$ cat src/rtl/vend_pkg.sv
// Shared vending-machine constants: coin values, default prices and the credit FSM states.
// Coin-select width follows PIGGY_BANK_DOLLAR_EN (dollar coin present only when defined).
package vend_pkg;

  localparam int unsigned COIN_NICKEL  = 5;
  localparam int unsigned COIN_DIME    = 10;
  localparam int unsigned COIN_QUARTER = 25;
  localparam int unsigned COIN_DOLLAR  = 100;

  localparam int unsigned DEF_PRICE_APPLE  = 75;
  localparam int unsigned DEF_PRICE_BANANA = 20;
  localparam int unsigned DEF_PRICE_CARROT = 30;
  localparam int unsigned DEF_PRICE_DATE   = 40;
  localparam int unsigned DEF_MAX_CREDIT   = 250;

  // Bit positions inside the one-hot coin select
  localparam int unsigned SEL_NICKEL  = 0;
  localparam int unsigned SEL_DIME    = 1;
  localparam int unsigned SEL_QUARTER = 2;
`ifdef PIGGY_BANK_DOLLAR_EN
  localparam int unsigned SEL_DOLLAR  = 3;
  localparam int unsigned N_COINS     = 4;
`else
  localparam int unsigned N_COINS     = 3;
`endif

  typedef enum logic {
    IDLE   = 1'b0,
    REFUND = 1'b1
  } state_t;

endpackage

$ cat src/rtl/piggy_bank_change_maker.sv
// Combinational largest-coin selector for refunds; includes the dollar coin
// when PIGGY_BANK_DOLLAR_EN is defined.
module change_maker
  import vend_pkg::*;
(
  input  logic [7:0]         remaining,
  output logic [N_COINS-1:0] coin_sel,
  output logic [7:0]         coin_val
);

  always_comb begin
    coin_sel = '0;
    coin_val = '0;
`ifdef PIGGY_BANK_DOLLAR_EN
    if (remaining >= 8'(COIN_DOLLAR)) begin
      coin_sel[SEL_DOLLAR] = 1'b1;
      coin_val             = 8'(COIN_DOLLAR);
    end else
`endif
    if (remaining >= 8'(COIN_QUARTER)) begin
      coin_sel[SEL_QUARTER] = 1'b1;
      coin_val              = 8'(COIN_QUARTER);
    end else if (remaining >= 8'(COIN_DIME)) begin
      coin_sel[SEL_DIME] = 1'b1;
      coin_val           = 8'(COIN_DIME);
    end else if (remaining != '0) begin
      coin_sel[SEL_NICKEL] = 1'b1;
      coin_val             = 8'(COIN_NICKEL);
    end
  end

endmodule

$ cat src/rtl/piggy_bank.sv
// Credit accumulator: adds coins, deducts purchases, refunds credit as coin pulses.
// PIGGY_BANK_DOLLAR_EN adds the dollar input and ret_dollar output.
module piggy_bank
  import vend_pkg::*;
#(
  parameter int unsigned PRICE_APPLE  = DEF_PRICE_APPLE,
  parameter int unsigned PRICE_BANANA = DEF_PRICE_BANANA,
  parameter int unsigned PRICE_CARROT = DEF_PRICE_CARROT,
  parameter int unsigned PRICE_DATE   = DEF_PRICE_DATE,
  parameter int unsigned MAX_CREDIT   = DEF_MAX_CREDIT
) (
  input  logic       clk,
  input  logic       rst_n,
  input  logic       nickel,
  input  logic       dime,
  input  logic       quarter,
`ifdef PIGGY_BANK_DOLLAR_EN
  input  logic       dollar,
  output logic       ret_dollar,
`endif
  input  logic       apple,
  input  logic       banana,
  input  logic       carrot,
  input  logic       date,
  input  logic       refund,
  output logic [7:0] credit,
  output logic       ret_quarter,
  output logic       ret_dime,
  output logic       ret_nickel,
  output logic       coin_reject,
  output logic       buy_err,
  output logic       busy
);

  state_t             state_q, state_d;
  logic [7:0]         credit_q, credit_d;
  logic               ret_quarter_q, ret_quarter_d;
  logic               ret_dime_q, ret_dime_d;
  logic               ret_nickel_q, ret_nickel_d;
  logic               coin_reject_q, coin_reject_d;
  logic               buy_err_q, buy_err_d;
  logic               busy_q, busy_d;
`ifdef PIGGY_BANK_DOLLAR_EN
  logic               ret_dollar_q, ret_dollar_d;
`endif

  logic [3:0]         prod_vec;
  logic               coin_in;
  logic [8:0]         deposit;
  logic [8:0]         price;
  logic [8:0]         price_eff;
  logic [8:0]         sum;
  logic [N_COINS-1:0] coin_sel;
  logic [7:0]         coin_val;

  change_maker u_change_maker (
    .remaining (credit_q),
    .coin_sel  (coin_sel),
    .coin_val  (coin_val)
  );

  assign prod_vec = {apple, banana, carrot, date};

  always_comb begin
    deposit = '0;
    if (nickel)  deposit = deposit + 9'(COIN_NICKEL);
    if (dime)    deposit = deposit + 9'(COIN_DIME);
    if (quarter) deposit = deposit + 9'(COIN_QUARTER);
`ifdef PIGGY_BANK_DOLLAR_EN
    if (dollar)  deposit = deposit + 9'(COIN_DOLLAR);
`endif
    coin_in = (deposit != '0);

    case (prod_vec)
      4'b1000: price = 9'(PRICE_APPLE);
      4'b0100: price = 9'(PRICE_BANANA);
      4'b0010: price = 9'(PRICE_CARROT);
      4'b0001: price = 9'(PRICE_DATE);
      default: price = '0;
    endcase
  end

  always_comb begin
    state_d       = state_q;
    credit_d      = credit_q;
    ret_quarter_d = 1'b0;
    ret_dime_d    = 1'b0;
    ret_nickel_d  = 1'b0;
`ifdef PIGGY_BANK_DOLLAR_EN
    ret_dollar_d  = 1'b0;
`endif
    coin_reject_d = 1'b0;
    buy_err_d     = 1'b0;
    price_eff     = price;
    sum           = '0;

    case (state_q)
      IDLE: begin
        // Purchase is judged against the credit before this cycle's deposit
        if ((prod_vec != '0) && (!$onehot(prod_vec) || ({1'b0, credit_q} < price))) begin
          buy_err_d = 1'b1;
          price_eff = '0;
        end
        sum = {1'b0, credit_q} - price_eff + deposit;
        if (sum > 9'(MAX_CREDIT)) begin
          coin_reject_d = 1'b1;
          sum           = {1'b0, credit_q} - price_eff;
        end
        credit_d = sum[7:0];
        if (refund && (credit_d != '0)) state_d = REFUND;
      end
      REFUND: begin
        coin_reject_d = coin_in;
        buy_err_d     = (prod_vec != '0);
        ret_nickel_d  = coin_sel[SEL_NICKEL];
        ret_dime_d    = coin_sel[SEL_DIME];
        ret_quarter_d = coin_sel[SEL_QUARTER];
`ifdef PIGGY_BANK_DOLLAR_EN
        ret_dollar_d  = coin_sel[SEL_DOLLAR];
`endif
        credit_d = credit_q - coin_val;
        if (credit_d == '0) state_d = IDLE;
      end
    endcase

    busy_d = (state_d == REFUND);
  end

  always_ff @(posedge clk or negedge rst_n) begin
    if (!rst_n) begin
      state_q       <= IDLE;
      credit_q      <= '0;
      ret_quarter_q <= 1'b0;
      ret_dime_q    <= 1'b0;
      ret_nickel_q  <= 1'b0;
`ifdef PIGGY_BANK_DOLLAR_EN
      ret_dollar_q  <= 1'b0;
`endif
      coin_reject_q <= 1'b0;
      buy_err_q     <= 1'b0;
      busy_q        <= 1'b0;
    end else begin
      state_q       <= state_d;
      credit_q      <= credit_d;
      ret_quarter_q <= ret_quarter_d;
      ret_dime_q    <= ret_dime_d;
      ret_nickel_q  <= ret_nickel_d;
`ifdef PIGGY_BANK_DOLLAR_EN
      ret_dollar_q  <= ret_dollar_d;
`endif
      coin_reject_q <= coin_reject_d;
      buy_err_q     <= buy_err_d;
      busy_q        <= busy_d;
    end
  end

  assign credit      = credit_q;
  assign ret_quarter = ret_quarter_q;
  assign ret_dime    = ret_dime_q;
  assign ret_nickel  = ret_nickel_q;
`ifdef PIGGY_BANK_DOLLAR_EN
  assign ret_dollar  = ret_dollar_q;
`endif
  assign coin_reject = coin_reject_q;
  assign buy_err     = buy_err_q;
  assign busy        = busy_q;

endmodule

$ cat config.mk
export PLATFORM = sky130hd
export DESIGN_NAME = piggy_bank
export DESIGN_NICKNAME = d
export VERILOG_FILES = /design/src/rtl/vend_pkg.sv /design/src/rtl/piggy_bank_change_maker.sv /design/src/rtl/piggy_bank.sv
export SDC_FILE = /design/constraint.sdc
export NUM_CORES = 1
export LEC_CHECK = 0
export CORE_MARGIN = 2
export CORE_UTILIZATION = 58
export DETAILED_ROUTE_END_ITERATION = 12
export PLACE_DENSITY = 0.82
export SLEW_MARGIN = 25
export SYNTH_ARGS = -nofsm -noshare
export SYNTH_HDL_FRONTEND = slang
export SYNTH_SLANG_ARGS = --single-unit
export TNS_END_PERCENT = 20
$ cat constraint.sdc
create_clock -name clk -period 6.5 [get_ports clk]
set_input_delay 1.3 -clock clk [delete_from_list [all_inputs] [get_ports clk]]
set_output_delay 1.3 -clock clk [all_outputs]
set_load 0.03 [all_outputs]
==> results of run 1 <==
kinds of logic after synthesis:
kind of cell | share of synthesized area (%)
compound gates | 26.8
simple gates | 19.3
fa+ha+maj | 23.0
buf+inv | 5.60
xor+xnor | 8.05
flops | 16.3
mux | 0.934
area by class of cell:
cell class / instances / area share [%]
Multi-Input combinational cell: 215 / 63.4
Timing Repair Buffer: 55 / 17.4
Sequential cell: 14 / 12.5
Inverter: 22 / 2.95
Tap cell: 48 / 2.15
Clock buffer: 3 / 1.48
how the worst max path moves through the flow:
stage / startpoint / endpoint / slack (ns) / cells after the start
2_1_floorplan: apple / busy / 0.55 / 26
3_3_place_gp: apple / credit[4] / -0.23 / 26
3_5_place_dp: apple / credit[3] / -0.34 / 26
4_1_cts: apple / credit[3] / 0.02 / 27
5_1_grt: date / credit[4] / -0.02 / 27
6_report: date / credit[4] / 0.23 / 27
metrics by stage:
stage               instance area, sq um  std cells  setup slack [ns]
global placement                    2630        351            -0.230
CTS                                 2690        355            0.0227
detailed placement                  2630        351            -0.344
floorplan                           2140        256             0.547
finish                              2800        357             0.230
global route                        2800        357           -0.0215
what timing repair did:
| action | 4_1_cts | 5_1_grt |
|---|---|---|
| setup endpoints to repair | 8 | 10 |
| gates resized for setup | 2 | 21 |
| buffers inserted | 1 | 2 |
| pin swaps | 1 | 12 |
cell usage in the layout (no fill, tap or decap), drive strengths merged, types with 2 or more instances in the layout:
| cell type | Yosys | routed |
|---|---|---|
| a211oi | 2 | 2 |
| o2111ai | 3 | 3 |
| a21boi | 3 | 3 |
| xor2 | 7 | 7 |
| a31oi | 11 | 11 |
| clkdlybuf4s50 | 0 | 21 |
| nand3 | 4 | 4 |
| buf | 3 | 32 |
| or2 | 2 | 2 |
| a21oi | 17 | 17 |
| a22oi | 5 | 5 |
| nor3b | 2 | 2 |
| nor2 | 20 | 20 |
| nand2b | 5 | 5 |
| nor2b | 6 | 6 |
| dlymetal6s2s | 0 | 2 |
| inv | 22 | 22 |
| or3 | 3 | 3 |
| o21a | 5 | 5 |
| clkbuf | 2 | 3 |
| and2 | 3 | 3 |
| nor3 | 10 | 10 |
| o31ai | 2 | 2 |
| xnor2 | 11 | 11 |
| dfrtp | 14 | 14 |
| nand3b | 2 | 2 |
| o21ai | 16 | 16 |
| a21o | 5 | 5 |
| ha | 33 | 33 |
| mux2i | 2 | 2 |
| nand2 | 19 | 19 |
| fa | 4 | 4 |
routing by layer:
layer / track usage (%) / routed length [microns] / up-vias
met2: 48.6 / 2890 / 66
met4: 9.31 / 59 / 0
li1: - / - / 1039
met5: 0 / 0 / -
met1: 34.3 / 2360 / 1043
met3: 1.74 / 248 / 9
sequential cells by signal, indices dropped and copies added, names as in the netlist:
name,flops
busy,1
ret_quarter,1
ret_dime,1
ret_nickel,1
credit,8
coin_reject,1
buy_err,1
worst max-delay path: stages:
cell and delay, ns:
clkdlybuf4s50_1 0.48, inv_1 0.07, fa_1 0.48, inv_1 0.04, ha_1 0.17, ha_1 0.28
nor3b_2 0.23, o21a_1 0.17, a31oi_2 0.05, nand2b_1 0.12, and2_1 0.14, ha_2 0.18
inv_1 0.05, fa_2 0.36, buf_4 0.15, a21oi_2 0.12, inv_1 0.06, a21oi_2 0.17
xnor2_2 0.17, ha_4 0.26, o21a_1 0.20, a21oi_2 0.13, nor2_2 0.06, or3_4 0.44
o311a_4 0.17, a31oi_2 0.20, a22oi_1 0.11
==> summary.md, run 1 <==
| Metric | Value |
|---|---|
| Drt initial violations | approximately 140 |
| Floorplan die width | 64.8 microns |
| Detailed-router iteration count before antenna repair | 4 |
| Worst r2r dst | credit[4] |
| Worst-margin pin slew | around 0.65 ns |
| Top flip-flop cell by instance count after synthesis | dfrtp_1 |
| Worst hold slack across all endpoints | about 0.79 ns |
| Result of the run | finished, final reports clean |
| Synthesized netlist cell count | about 260 |
| Average wire per standard cell | about 16 microns |
| Critical Path RT | around 6.6 ns |
| Vias in the first global route | 2107 |
| Total Routing Usage GR | between 20% and 30% |
| Area used by multi-input combinational logic | ~1800 sq um |
| Startpoint-to-endpoint class of the critical path | in -> reg |
| Max-slew violation count | 0 |
| Clock tree from TritonCTS | built |
| Count of maximum capacitance violations | 0 |
| Proportion of layout cells with a drive suffix above 1 | a little under a quarter |
| DP HPWL | roughly 4300 microns |
| Reg2Reg Depth | 21 |
| Wire length of the first global-routing pass | around 9200 microns |
| Clk pin slew, worst setup/hold paths | ~0.060 ns |
| Number of primary I/O pins | 24 |
| Initial antenna violation count | 0 |
| Summed negative setup slack over all endpoints | 0 ns |
| Reg2Reg Setup Slack | 1.66 ns |
| Endpoint kind of the worst setup timing path | flop |
| Final antenna-violating net count | 0 |
| Drt via density | approximately 6.0 |
| Fraction of the cycle the final worst path needs | between 90% and 100% |
| Initial Util | 59.5% |
| Yosys top cell area share | about a fifth |
| Standard cell core area | around 3600 sq um |
| Start point of the worst hold path | credit[6] |
| Avg Inst Size Synth | roughly 8.4 sq um |
| Final setup violation count | 0 |
| Die footprint | between 4000 and 5000 sq um |
| Level count of the clock H-tree | 1 |
| Number of design rule violations left after detail routing | 0 |
| Proportion of synthesized chip area in sequential cells | between 10% and 20% |
| Worst hold endpoint | credit[6] |
| Core Util, Final | between 70% and 80% |
| Total number of vias | 2157 |
| Top cells by count, synth | 33 x ha_1, 22 x inv_1, 19 x nand2_1 |
| # hold bufs at CTS | 0 |
| Area delta synth->final | 30.4% |
| Highest fanout seen on the critical path | 7 |
| Clock root buffer master | clkbuf_8 |
| Count leader, synth | ha_1 |
| Area contributors post-synth | ha_1 19%, dfrtp_1 16%, inv_1 3.9%, a21oi_1 3.7%, fa_1 3.7% |
| Cell taking the most area after synthesis | ha_1 |
| Worst flop-to-flop path startpoint | credit[0] |
| Number of clock sinks seen by CTS | 14 |
| Final period demand of the worst path | approximately 6.3 ns |
| Total count of hold-check failures in the final report | 0 |
| Worst-case clock skew | between 0.002 and 0.003 ns |
| Sequential cell area | ~350 sq um |
| Count of port buffers added during placement | 23 |
| Skew-Pair Late Insertion Delay | ~0.25 ns |
| Fill cell total of the finished layout | approximately 250 |
| Maximum number of pins on one net before global-route repair | 21 |
| Data arrival time of the critical path | about 6.4 ns |
| Cell variety after synth | 58 |
| Post-Syn Area | ~2100 sq um |
| Async set-reset flop share out of synthesis | 100% |
| Wirelength, routed | 5560 microns |
| Die boundary height | roughly 65 microns |
| F_max | approximately 0.16 GHz |
| Clock buffer depth | 2 |
| Element type at the critical path start | input pin |
| Last weighted congestion value of the routability-driven placer | slightly above 0.9 |
| EDFF count, synth | 0 |
| Leftover overflow at the end of global routing | 0 |
| Antenna diodes | 0 |
| Total number of yosys warnings | 0 |
| Hold crit path type | reg -> reg |
| Slew HR | between 50% and 60% |
| Worst hold path depth | 3 |
| Standard-cell row count | 22 |
| Synthesis-stage register bit count | 14 |
| Layout net count | roughly 360 |
| TritonCTS buffer count | 3 |
| Total nets after synthesis | 303 |
Power of run 1 is left out: the tool's default activity adds up to more than one toggle a clock period on the data nets, which glitch-free logic cannot reach.
==> inputs of run 2 (changes only) <==
--- a/config.mk
+++ b/config.mk
@@ -5,9 +5,12 @@
 export SDC_FILE = /design/constraint.sdc
 export NUM_CORES = 1
 export LEC_CHECK = 0
+export CORE_ASPECT_RATIO = 1.1
 export CORE_MARGIN = 2
 export CORE_UTILIZATION = 58
 export DETAILED_ROUTE_END_ITERATION = 12
+export GPL_TIMING_DRIVEN = 0
+export HOLD_SLACK_MARGIN = 0.05
 export PLACE_DENSITY = 0.82
 export SLEW_MARGIN = 25
 export SYNTH_ARGS = -nofsm -noshare
==> run 2 against run 1 <==
- via count decreased by 5.8%
- wire length decreased by 3.7%
- clock-buffer cell count unchanged
- register-to-register slack got worse by 0.22 ns
- clock skew increased by 0.0038 ns
- global-route usage decreased by 1.8 points
- fmax decreased by 0.11%
==> summary.md, run 2 (same netlist as run 1, synthesis figures left out) <==
| Metric | Value |
|---|---|
| Proportion of layout cells with a drive suffix above 1 | between 15 and 20% |
| Data arrival time of the critical path | between 6 and 7 ns |
| Area used by multi-input combinational logic | 1820 sq um |
| Fraction of the cycle the final worst path needs | between 90% and 100% |
| Final setup violation count | 0 |
| Number of flip-flops in the largest register | 8 |
| Worst setup slack after layout | 0.222 ns |
| Vias in the first global route | 1846 |
| Count of maximum capacitance violations | 0 |
| Total Routing Usage GR | between 20% and 30% |
| Slew HR | between 50% and 60% |
| Final standard cell count with taps included and fillers excluded | between 300 and 400 |
| GR Util met2 | 45.6% |
| Element type at the critical path start | input pin |
| Wire length of the first global-routing pass | around 8000 microns |
| TritonCTS buffer count | 3 |
| Fill cell total of the finished layout | 270 |
| Level count of the clock H-tree | 1 |
| Area delta synth->final | 24.4% |
| Detailed-router iteration count before antenna repair | 4 |
| Wirelength, routed | between 5000 and 6000 microns |
| Startpoint-to-endpoint class of the critical path | in -> reg |
| Initial antenna violation count | 0 |
| Reg2Reg Setup Slack | roughly 1.4 ns |
| Met1 Track Usage GR | roughly 30% |
| Max-slew violation count | 0 |
| Most common cell after layout, fill and taps aside | ha_1 |
| Drt via density | approximately 6 |
| Most used cells in the layout excluding fill and tap cells | 29 x ha_1, 20 x inv_1, 19 x nand2_1, 18 x nor2_1, 18 x clkdlybuf4s50_1 |
| Layer carrying the most global-route usage | met2 |
| Number of design rule violations left after detail routing | 0 |
| Critical Path RT | ~6.6 ns |
| Leftover overflow at the end of global routing | 0 |
| Clk pin slew, worst setup/hold paths | ~0.060 ns |
| Die footprint | 4200 sq um |
| Number of primary I/O pins | 24 |
| Worst-case clock skew | 0.00639 ns |
| Total count of hold-check failures in the final report | 0 |
| Standard cell core area | ~3600 sq um |
| Worst-margin pin slew | a little over 0.6 ns |
| Antenna diodes | 0 |
| Pre-CTS WS | -0.605 ns |
| Total number of vias | just over 2000 |
| Reg2Reg Depth | 20 |
| Met3 capacity usage during global routing | between 2 and 3% |
| Result of the run | finished, final reports clean |
| Standard-cell row count | 23 |
| Layout net count | ~340 |
| Floorplan die width | between 60 and 70 microns |
| # hold bufs at CTS | 0 |
| Worst flop-to-flop path startpoint | credit[0] |
| DP HPWL | approximately 3800 microns |
| Drt initial violations | between 90 and 100 |
| F_max | 0.159 GHz |
| Initial Util | 59.6% |
| Count of port buffers added during placement | 22 |
| Last weighted congestion value of the routability-driven placer | 0.926 |
| Clock buffer depth | 2 |
| Final period demand of the worst path | around 6.3 ns |
| Final antenna-violating net count | 0 |
| Average wire per standard cell | 15.9 microns |
| Sequential cell area | about 350 sq um |
| Skew-Pair Late Insertion Delay | ~0.25 ns |
| Unrepaired setup endpoints after global routing | false |
| Worst hold endpoint | credit[7] |
| Endpoint kind of the worst setup timing path | flop |
| Maximum number of pins on one net before global-route repair | 15 |
| Clock tree from TritonCTS | built |
| Clock root buffer master | clkbuf_8 |
| Worst hold path depth | 2 |
| Start point of the worst hold path | busy |
| Die boundary height | about 68 microns |
| Highest fanout seen on the critical path | 6 |
| Worst r2r dst | busy |
| Number of placed instances with taps included | 328 |
| Number of clock sinks seen by CTS | 14 |
| Hold crit path type | reg -> reg |
-- run 2: worst max path at each step --
stage,from,to,slack (ns),cells after the start
after global routing,date,busy,0.01,25
after floorplan,apple,busy,0.55,26
final,date,busy,0.22,25
after global placement,apple,busy,-0.57,27
after CTS,date,credit[0],0.02,25
after detailed placement,apple,busy,-0.61,27
-- run 2: per-layer routing --
metal / vias up / routed length [microns]
met5: - / 0
met4: 0 / 134
met3: 15 / 183
met2: 65 / 2770
met1: 965 / 2270
li1: 987 / -
-- run 2: layout make-up --
type	count	area share, %
well taps	50	2.34
repair buffers	28	10.3
multi-input cells	215	68.2
plain buffers	5	1.41
flip-flops and latches	14	13.1
inverters	22	3.09
clock buffers	3	1.55
-- run 2: timing repair --
action	CTS	global route
resized for setup	9	24
setup buffers	1	5
gates cloned	0	0
pin swaps	1	11
endpoints found under the setup margin	10	10
-- run 2: critical path, cell delays in order --
cell and delay [ns]:
dlymetal6s2s_1 0.19, inv_1 0.10, fa_1 0.49, inv_1 0.04
ha_1 0.17, ha_1 0.29, nor3b_2 0.26, o21a_1 0.17
a31oi_2 0.05, nand2b_1 0.18, and2_1 0.15, ha_2 0.18
inv_1 0.06, fa_2 0.41, a21oi_4 0.23, inv_1 0.09
a21oi_2 0.17, xnor2_2 0.17, ha_4 0.26, o21a_1 0.20
a21oi_2 0.15, nor2_2 0.08, or3_4 0.42, a211o_1 0.34
a31o_1 0.23
-- run 2: metrics by stage --
step                cell area (sq um)  hold WS (ns)  util (%)  setup TNS (ns)
finish                           2670         0.655      74.2               0
global placement                 2430         0.637      67.5           -3.84
detailed placement               2430         0.650      67.5           -4.45
CTS                              2520         0.657      70.0               0
floorplan                        2140         0.825         -               0
global route                     2670         0.696      74.2               0
Power of run 2 is left out for the same reason.
==> inputs of run 3 (changes only) <==
==> constraint.sdc (replaced) <==
create_clock -name clk -period 6.8 [get_ports clk]
set_input_delay 1.36 -clock clk [delete_from_list [all_inputs] [get_ports clk]]
set_output_delay 1.36 -clock clk [all_outputs]
set_load 0.03 [all_outputs]
==> run 3 against run 2 <==
- core utilization is 2.6 points lower
- critical path depth is 2 higher
- flip-flop and latch count stayed put
==> summary.md, run 3 (same netlist as run 1, synthesis figures left out) <==
| Metric | Value |
|---|---|
| Result of the run | finished, final reports clean |
| Vias in the first global route | around 1800 |
| Area used by multi-input combinational logic | around 1700 sq um |
| Max-slew violation count | 0 |
| Worst r2r dst | busy |
| Most used cells in the layout excluding fill and tap cells | 32 x ha_1, 22 x inv_1, 21 x clkdlybuf4s50_1, 19 x nand2_1, 18 x nor2_1 |
| Reg2Reg Setup Slack | roughly 1.8 ns |
| Count of port buffers added during placement | 22 |
| Element type at the critical path start | input pin |
| Standard-cell row count | 23 |
| Final setup violation count | 0 |
| Worst setup slack after layout | between 0.2 and 0.25 ns |
| Wirelength, routed | a little over 5000 microns |
| Worst flop-to-flop path startpoint | credit[0] |
| Finished Cell Area | approximately 2600 sq um |
| Data arrival time of the critical path | approximately 6.7 ns |
| Number of primary I/O pins | 24 |
| Antenna diodes | 0 |
| Final antenna-violating net count | 0 |
| Critical path's slowest cell | clkdlybuf4s50_1 |
| # hold bufs at CTS | 0 |
| Startpoint-to-endpoint class of the critical path | in -> reg |
| Last weighted congestion value of the routability-driven placer | ~0.9 |
| Clk pin slew, worst setup/hold paths | 0.05 ns |
| Clock buffer depth | 2 |
| Maximum number of pins on one net before global-route repair | 15 |
| Drt via density | roughly 5.9 |
| F_max | approximately 0.15 GHz |
| Sequential cell area | between 300 and 400 sq um |
| Proportion of layout cells with a drive suffix above 1 | roughly an eighth |
| Wire length of the first global-routing pass | 7870 microns |
| Unrepaired setup endpoints after global routing | true |
| Slew HR | between 50% and 60% |
| Die footprint | roughly 4200 sq um |
| Critical Path RT | a little under 7 ns |
| Fill cell total of the finished layout | around 300 |
| Most common cell after layout, fill and taps aside | ha_1 |
| Worst hold endpoint | credit[2] |
| Floorplan die width | 62.0 microns |
| Crit-path max cell delay | around 0.43 ns |
| Endpoint kind of the worst setup timing path | flop |
| Clock tree from TritonCTS | built |
| Layout net count | roughly 330 |
| Worst-margin pin slew | ~0.61 ns |
| Initial antenna violation count | 0 |
| Placed inst area | ~2400 sq um |
| Total count of hold-check failures in the final report | 0 |
| Standard cell core area | ~3600 sq um |
| Total Routing Usage GR | between 20 and 25% |
| Level count of the clock H-tree | 1 |
| Die boundary height | just under 70 microns |
| DP HPWL | ~3800 microns |
| Worst-case clock skew | approximately 0.0031 ns |
| TritonCTS buffer count | 3 |
| Pre-CTS WS | -0.365 ns |
| Area delta synth->final | 20.1% |
| Total number of vias | around 2000 |
| Number of clock sinks seen by CTS | 14 |
| Initial Util | between 50% and 60% |
| Leftover overflow at the end of global routing | 0 |
| Count of maximum capacitance violations | 0 |
| Average wire per standard cell | ~15 microns |
| Detailed-router iteration count before antenna repair | 4 |
| Number of flip-flops in the largest register | 8 |
| Skew-Pair Late Insertion Delay | between 0.2 and 0.25 ns |
| Highest fanout seen on the critical path | 8 |
| Clock root buffer master | clkbuf_8 |
| Crit-path most repeated cell | ha_1 |
| Drt initial violations | roughly 130 |
| Fraction of the cycle the final worst path needs | 96.4% |
| Number of design rule violations left after detail routing | 0 |
| Final period demand of the worst path | between 6 and 7 ns |
| Start point of the worst hold path | busy |
| Reg2Reg Depth | 21 |
| Worst hold path depth | 2 |
| Hold crit path type | reg -> reg |
[run 3: changes by cell type in the layout (fill, tap and decap cells not counted), sizes merged]
cell and delta:
clkdlybuf4s50 +3, dlymetal6s2s -3, buf -2
[run 3: routing by layer]
metal | vias to the layer above | routed length, microns | track usage, %
li1 | 980 | - | -
met1 | 924 | 2150 | 30.5
met2 | 58 | 2570 | 43.4
met3 | 12 | 218 | 2.87
met4 | 0 | 104 | 9.04
met5 | - | 0 | 0
[run 3: stage by stage]
step	setup TNS [ns]	hold WS, ns	instances	utilization, %
2_1_floorplan	0	0.825	256	-
3_3_place_gp	-1.49	0.637	328	67.5
3_5_place_dp	-2.05	0.650	328	67.5
4_1_cts	0	0.657	331	68.8
5_1_grt	-0.682	0.692	335	71.6
6_report	0	0.656	335	71.6
[run 3: worst max path at each step]
stage	slack (ns)	depth (start not counted)	endpoint	startpoint
2_1_floorplan	0.79	26	busy	apple
3_3_place_gp	-0.33	27	busy	apple
3_5_place_dp	-0.37	27	busy	apple
4_1_cts	0.01	27	busy	apple
5_1_grt	-0.14	27	busy	apple
6_report	0.25	27	busy	apple
[run 3: timing repair]
| action | in CTS | in global routing |
|---|---|---|
| hold endpoints to repair | 0 | 0 |
| gates cloned | 0 | 0 |
| setup endpoints to repair | 3 | 10 |
| pin swaps | 0 | 2 |
| buffers inserted | 0 | 4 |
| resized for setup | 2 | 13 |
[run 3: layout make-up]
class | instances | area share (%)
Timing Repair Buffer | 26 | 9.82
Multi-Input combinational cell | 215 | 67.9
Sequential cell | 14 | 13.6
Buffer | 5 | 1.46
Clock buffer | 3 | 1.60
Tap cell | 50 | 2.43
Inverter | 22 | 3.21
[run 3: critical path, delay by kind of cell]
| family | cells | cell delay (ns) |
|---|---|---|
| buf+inv | 3 | 0.63 |
| simple gates | 5 | 0.63 |
| xor+xnor | 1 | 0.16 |
| fa+ha+maj | 4 | 1.13 |
| compound gates | 14 | 2.79 |
Power of run 3 is left out for the same reason.
